==> config.mk <==
export PLATFORM = sky130hd
export DESIGN_NAME = imem_loader
export DESIGN_NICKNAME = d
export VERILOG_FILES = /design/src/rtl/imem_loader.sv
export SDC_FILE = /design/constraint.sdc
export NUM_CORES = 1
export LEC_CHECK = 0
export BUFFER_PORTS_ARGS = -buffer_cell sky130_fd_sc_hd__buf_2
export CAP_MARGIN = 20
export CORE_ASPECT_RATIO = 0.9
export CORE_MARGIN = 10
export CORE_UTILIZATION = 55
export DETAILED_ROUTE_END_ITERATION = 12
export GPL_TIMING_DRIVEN = 0
export HOLD_SLACK_MARGIN = 0.12
export PLACE_DENSITY = 0.75
export SYNTH_ARGS = -nofsm -noshare
export SYNTH_HDL_FRONTEND = slang
export SYNTH_SLANG_ARGS = --single-unit
==> constraint.sdc <==
create_clock -name i_clk -period 2.8 [get_ports i_clk]
set_input_delay 0.14 -clock i_clk [delete_from_list [all_inputs] [get_ports i_clk]]
set_output_delay 0.14 -clock i_clk [all_outputs]
set_load 0.03 [all_outputs]
==> src/rtl/imem_loader.sv <==
// rtl/imem_loader.sv - boot-time byte-stream loader for the instruction memory
//
// Receives a framed byte stream and writes it into instruction memory as
// little-endian 32-bit words, starting at address 0. The core is held in reset
// until the whole image has arrived and its checksum matches.
// Stream frame: N (2 bytes, LE), 4*N data bytes, XOR checksum of all prior bytes.
//
// Ports:
//   i_clk, i_arstn     clock (rising edge), asynchronous active-low reset
//   i_restart          synchronous pulse: abort/finish the load and re-arm
//   i_rxValid/i_rxData byte stream input; accepted when i_rxValid && o_rxReady
//   o_rxReady          loader can take a byte (any state except DONE/ERROR)
//   o_memWriteEn       one-cycle write strobe to instruction memory
//   o_memAddress       word-aligned byte address of the write (held between writes)
//   o_memWriteData     word to write (held between writes)
//   o_coreSrst         synchronous reset to the core, released only in DONE
//   o_done             image loaded with a matching checksum
//   o_error            length out of range or checksum mismatch
module imem_loader #(
    parameter int MEM_WORDS = 64
) (
    input  logic        i_clk,
    input  logic        i_arstn,
    input  logic        i_restart,
    input  logic        i_rxValid,
    input  logic [7:0]  i_rxData,
    output logic        o_rxReady,
    output logic        o_memWriteEn,
    output logic [31:0] o_memAddress,
    output logic [31:0] o_memWriteData,
    output logic        o_coreSrst,
    output logic        o_done,
    output logic        o_error
);

    typedef enum logic [2:0] {
        S_LEN_LO,
        S_LEN_HI,
        S_DATA,
        S_CHECK,
        S_DONE,
        S_ERROR
    } state_t;

    localparam logic [31:0] MEM_WORDS_L = 32'(MEM_WORDS);

    state_t      state_q, state_d;
    logic [7:0]  csum_q, csum_d;
    logic [15:0] index_q, index_d;
    logic [1:0]  byte_cnt_q, byte_cnt_d;
    logic [15:0] len_q, len_d;
    logic [23:0] word_q, word_d;      // bytes 0..2 of the word being assembled
    logic        we_q, we_d;
    logic [31:0] addr_q, addr_d;
    logic [31:0] wdata_q, wdata_d;

    logic        accept;
    logic [15:0] len_full;

    assign o_rxReady      = (state_q != S_DONE) && (state_q != S_ERROR);
    assign o_done         = (state_q == S_DONE);
    assign o_error        = (state_q == S_ERROR);
    assign o_coreSrst     = (state_q != S_DONE);
    assign o_memWriteEn   = we_q;
    assign o_memAddress   = addr_q;
    assign o_memWriteData = wdata_q;

    assign accept   = i_rxValid && o_rxReady;
    assign len_full = {i_rxData, len_q[7:0]};

    always_comb begin
        state_d    = state_q;
        csum_d     = csum_q;
        index_d    = index_q;
        byte_cnt_d = byte_cnt_q;
        len_d      = len_q;
        word_d     = word_q;
        we_d       = 1'b0;
        addr_d     = addr_q;
        wdata_d    = wdata_q;

        // Restart wins over a byte offered in the same cycle; that byte is lost.
        if (i_restart) begin
            state_d    = S_LEN_LO;
            csum_d     = 8'd0;
            index_d    = 16'd0;
            byte_cnt_d = 2'd0;
        end else if (accept) begin
            // Folding the checksum byte itself in is harmless: CHECK always exits.
            csum_d = csum_q ^ i_rxData;
            case (state_q)
                S_LEN_LO: begin
                    len_d[7:0] = i_rxData;
                    state_d    = S_LEN_HI;
                end
                S_LEN_HI: begin
                    len_d = len_full;
                    if ({16'd0, len_full} > MEM_WORDS_L) begin
                        state_d = S_ERROR;
                    end else if (len_full == 16'd0) begin
                        state_d = S_CHECK;
                    end else begin
                        state_d = S_DATA;
                    end
                end
                S_DATA: begin
                    byte_cnt_d = byte_cnt_q + 2'd1;
                    case (byte_cnt_q)
                        2'd0: word_d[7:0]   = i_rxData;
                        2'd1: word_d[15:8]  = i_rxData;
                        2'd2: word_d[23:16] = i_rxData;
                        default: begin
                            we_d    = 1'b1;
                            addr_d  = {14'd0, index_q, 2'b00};
                            wdata_d = {i_rxData, word_q};
                            index_d = index_q + 16'd1;
                            if (index_q + 16'd1 == len_q) begin
                                state_d = S_CHECK;
                            end
                        end
                    endcase
                end
                S_CHECK: begin
                    state_d = (i_rxData == csum_q) ? S_DONE : S_ERROR;
                end
                default: begin
                end
            endcase
        end
    end

    always_ff @(posedge i_clk or negedge i_arstn) begin
        if (!i_arstn) begin
            state_q    <= S_LEN_LO;
            csum_q     <= 8'd0;
            index_q    <= 16'd0;
            byte_cnt_q <= 2'd0;
            len_q      <= 16'd0;
            word_q     <= 24'd0;
            we_q       <= 1'b0;
            addr_q     <= 32'd0;
            wdata_q    <= 32'd0;
        end else begin
            state_q    <= state_d;
            csum_q     <= csum_d;
            index_q    <= index_d;
            byte_cnt_q <= byte_cnt_d;
            len_q      <= len_d;
            word_q     <= word_d;
            we_q       <= we_d;
            addr_q     <= addr_d;
            wdata_q    <= wdata_d;
        end
    end

endmodule

== After elaboration in Yosys (flattened, before gate mapping) ==
Cells that the tools add are included.
Widths: inputs -> output; s select.
Storage, ports and cells
  flip-flop bits (word level): 118
  input bits: 12
  output and inout bits: 69
  logic and storage cells: 71
Cells by class
  add/subtract/negate cells: 2
  $lt $le $gt $ge: 1
  eq/ne operators: 14
  multiplexer cells: 21
  bitwise gates (word level): 3
  reductions and logical operators: 18
Operators by type and width (number)
  $mux 16: 4
  $reduce_and 4->1: 5
  $add 16x1->16 const B: 1
  $eq 16x16->1: 1
  $gt 16x7->1 const B: 1
  $logic_not 16->1: 1
  $mux 8: 2
  $mux 3: 5
  $ne 3x3->1 const B: 4
  $pmux 3 s4: 1
  $reduce_and 3->1: 3
  $eq 8x8->1: 1
  $xor 8x8->8: 1
  $eq 3x2->1 const B: 2
  $eq 3x3->1 const B: 2
  $mux 1: 6
  $mux 2: 3
  $reduce_bool 5->1: 1
  $reduce_bool 2->1: 2
  $eq 3x1->1 const B: 1
  $logic_not 3->1: 1
  $reduce_or 3->1: 1
  $add 2x1->2 const B: 1
  $eq 2x1->1 const B: 1
  6 further kinds: 8

== Longest topological paths before layout ==
  depth after elaboration: 7
  gate-level depth with buffers: 8

== Least setup slack after synthesis ==
OpenSTA, ideal clock, no wires.
  kind: flip-flop to flip-flop
  start: register index_q[0]
  end: register state_q[0]
  library setup time: 0.128 ns
  arrival: 2.357 ns
  required time: 2.672 ns
  slack: 0.315 ns
  cell stages (with the launch flop): 9
  buffers on the path: 0
  clock period less this slack: 2.485 ns
  path through: dfrtp_1 -> ha_1 -> and4_1 -> nand2_2 -> or4_4 -> xnor2_1 -> a2111oi_0 -> a31oi_1 -> mux2_1
Between the ends
  word-level cells in the longest chain between the ends: 4
RTL lines
  start: declaration: RTL line 49  | logic [15:0] index_q, index_d;
  start signal: assignment: RTL line 146  | index_q <= index_d;
  $add 16x1->16: RTL line 117  | if (index_q + 16'd1 == len_q) begin
  $eq 16x16->1: RTL line 117
  $ne 3x3->1 (no line)
  $reduce_and 4->1 (no line)
  end signal: assignment: RTL line 144  | state_q <= state_d;
  end: declaration: RTL line 47  | state_t state_q, state_d;
Every way passes these cells.
A chain may end at the register's enable or synchronous reset.

== Worst setup path in the final report ==
  start: register index_q[4]
  end: register state_q[0]
The elaborated chain is that of the path after synthesis.

==> qor.csv <==
metric,value,unit
H-tree levels,4,
Inserted Diodes,0,
FMAX,0.3768,GHz
share of the yosys chip area belonging to registers,53.60,%
post-synthesis cell type count,46,
VDD IR max,0.3783,mV
HPWL Detailed,8.742,mm
die width,125.5,um
vias in the first global route,3851,
syn_area_per_cell,11.90,um^2
Worst Path Required,3.19,ns
Design Power,4.419,mW
Final Skew,0.007404,ns
Seq pwr share,43.0,%
area delta synth->final,21.35,%
final setup violation count,0,
"flops & latches, synth",118,
Final Hold Vio Count,0,
Routed WL per cell,18.27,um
Crit-path slowest cell,nor4_2,
DR pass1 iterations,5,
metal2 WL,6.136,mm
crit-path max FO,8,
IO Port Bufs,56,
antenna-violating nets left,0,
Clock Latency Late Sink,0.52,ns
cell breakdown of the critical path,"nand3_1, nor4_2, xnor2_1, nand4_1, a2111oi_2, a31oi_2, mux2_1",
CORE AREA,0.009742,mm^2
Hold WS,0.1507,ns
final worst slack,0.1458,ns
Sw Ratio,27.39,%
pre-CTS setup slack,-0.1281,ns
Die Span Y,114.9,um
first-pass GRT wire length,20.68,mm
Initial Util,56.55,%
Comb power frac,10.7,%
antenna violations before repair,0,
Max Slew Vio Count,0,
Critical Path Max Stage Delay,0.48,ns
fin crit period,2.654,ns
pwr dens,661.0,mW/mm^2
clock slew at reported path FFs,0.06,ns
filler cell count in the final layout,714,
remaining global-route overflow,0,
DP Cell Count,661,
"commonest non-fill, non-tap cell in the layout",dfrtp_1,
Max Used Layer,met4,
clk buf depth,2,
Non-Filler Instances,698,
Mapped Cells,463,
Placer Congestion,0.8469,
crit share post-route,94.79,%
Syn Std Cell Area,0.005509,mm^2
DR vias/cell,5.481,
total track usage,17.87,%
Yosys Warn Count,0,
status,"finished, final reports clean",
Max Cap Viol,0,
largest net degree at the start of global routing,89,
class of the worst hold path,in -> async,
clock network fraction of total power,46.3,%
Die ar.,0.01443,mm^2
DR iter-0 viols,295,
Routed WL,12.76,mm
Psw,1.210,mW
"commonest cells after routing, fill and taps aside","dfrtp_1, mux2_2, buf_2",
worst rel slew slack,54.22,%
FP Rows,34,
crit path DAT,3.05,ns
CP Capture Type,flip-flop,
WL met1,5.492,mm
TritonCTS Sinks,118,
critical path type,reg -> reg,
CTS tree,done,
I/O pin count,81,
RSZ-0062 raised after global routing,false,
via count,3826,
leak pwr,3.359,nW
layout cell share with drive strength beyond 1,36.89,%
root buffer cell,clkbuf_8,
Residual DRC,0,
final core utilization,68.62,%
Power Internal,3.209,mW
Nets,576,
CTS buffer count,17,
Met3 Routed Length,887,um
worst-margin pin slew,0.6867,ns
Startpoint Class,flip-flop,
## cells by family (layout without fill, tap and decap cells)
family	after synthesis	count (layout)	share of synthesized area, %
AOI/OAI and AO/OA	37	37	4.020
DFF	118	118	53.60
other	1	16	0.06807
muxes	89	89	18.17
xor gates and xnor gates	48	48	7.631
and+or+nand+nor	116	116	10.77
adders and majority gates	5	5	1.136
buffers and inverters	49	143	4.610
## critical path: cells and delay by family (launching register included)
kind	cells	cell delay [ns]
AOI/OAI and AO/OA	2	0.60
muxes	1	0.33
and+or+nand+nor	3	0.96
DFF	1	0.47
xor gates and xnor gates	1	0.18
## synth_stat cells (all sizes together)
| master | count | area share [%] |
|---|---|---|
| or3b | 1 | 0.16 |
| nor4b | 1 | 0.16 |
| nand3 | 13 | 1.2 |
| and2 | 2 | 0.23 |
| nor3 | 4 | 0.45 |
| inv | 8 | 0.55 |
| xnor2 | 17 | 2.7 |
| nor2b | 6 | 0.68 |
| or2 | 1 | 0.11 |
| nor4 | 8 | 0.91 |
| nand3b | 3 | 0.41 |
| or4 | 1 | 0.20 |
| nand2b | 1 | 0.11 |
| a211oi | 2 | 0.27 |
| dfrtp | 118 | 54 |
| nand2 | 26 | 1.8 |
| o22ai | 2 | 0.23 |
| buf | 26 | 3.0 |
| a21oi | 10 | 0.91 |
| a21o | 1 | 0.14 |
| and3 | 3 | 0.34 |
| and4 | 1 | 0.16 |
| o311a | 1 | 0.18 |
| o21ai | 14 | 1.3 |
| a31oi | 1 | 0.11 |
| nor3b | 2 | 0.27 |
| a2111oi | 1 | 0.16 |
| mux2 | 88 | 18 |
| clkbuf | 15 | 1.0 |
| o32ai | 1 | 0.16 |
| o211ai | 1 | 0.14 |
| nand4 | 8 | 0.91 |
| a22oi | 2 | 0.27 |
| xor2 | 31 | 4.9 |
| ha | 5 | 1.1 |
| a221o | 1 | 0.18 |
| nor2 | 29 | 2.0 |
| conb | 1 | 0.068 |
| mux2i | 1 | 0.18 |
| or3 | 6 | 0.68 |
## final cells by class
cell class / count / area [um^2] / area share (%)
flip-flops and latches: 118 / 2954 / 44.19
multi-input cells: 311 / 2391 / 35.77
clock buffers: 18 / 417.9 / 6.251
repair buffers: 62 / 369.1 / 5.521
plain buffers: 41 / 224.0 / 3.350
well taps: 126 / 157.7 / 2.358
clock inverters: 14 / 141.4 / 2.115
inverters: 8 / 30.03 / 0.4492
## timing repair
| item | 4_1_cts | 5_1_grt |
|---|---|---|
| resized for setup | 3 | 5 |
| pin swaps | 0 | 1 |
| buffers inserted | 0 | 2 |
| endpoints found under the setup margin | 2 | 1 |
| hold endpoints to repair | 120 | 0 |
| hold buffers | 3 | 0 |
## power groups by stage
stage	registers (mW)	logic (mW)	clock network, mW
detailed placement	1.93	0.452	0
floorplan	1.90	0.337	0
global route	1.91	0.520	2.14
global placement	1.92	0.433	0
CTS	1.90	0.466	2.05
finish	1.90	0.471	2.05
## final timing paths
check / from / to / slack, ns / cells past startpoint
setup / recovery: index_q[4] / state_q[0] / 0.15 / 7
max in group asynchronous: i_arstn / o_memWriteEn / 2.23 / 3
hold / removal: i_arstn / o_memWriteData[25] / 0.15 / 3
setup reg to reg: index_q[4] / state_q[0] / 0.15 / 7
hold reg to reg: o_memAddress[5] / o_memAddress[5] / 0.50 / 1
min in group i_clk: i_rxData[5] / csum_q[5] / 0.19 / 4
## registers in the layout (all words and copies together) (netlist names)
register        flops
byte_cnt_q          2
o_memWriteEn        1
csum_q              8
index_q            16
o_memWriteData     32
len_q              16
word_q             24
o_memAddress       16
state_q             3
## layer usage
metal  GRT usage, %  vias up
met1          22.65     1900
met3          4.924       18
met5              0        -
met4          6.979        0
li1               -     1773
met2          28.74      135
## metrics by stage
stage               setup TNS [ns]  instance area, um^2
CTS                              0                 6641
global route                     0                 6685
finish                           0                 6685
detailed placement         -0.1281                 6037
global placement          -0.09873                 6003
floorplan                        0                 5565
(Power assumes the default switching activity.)
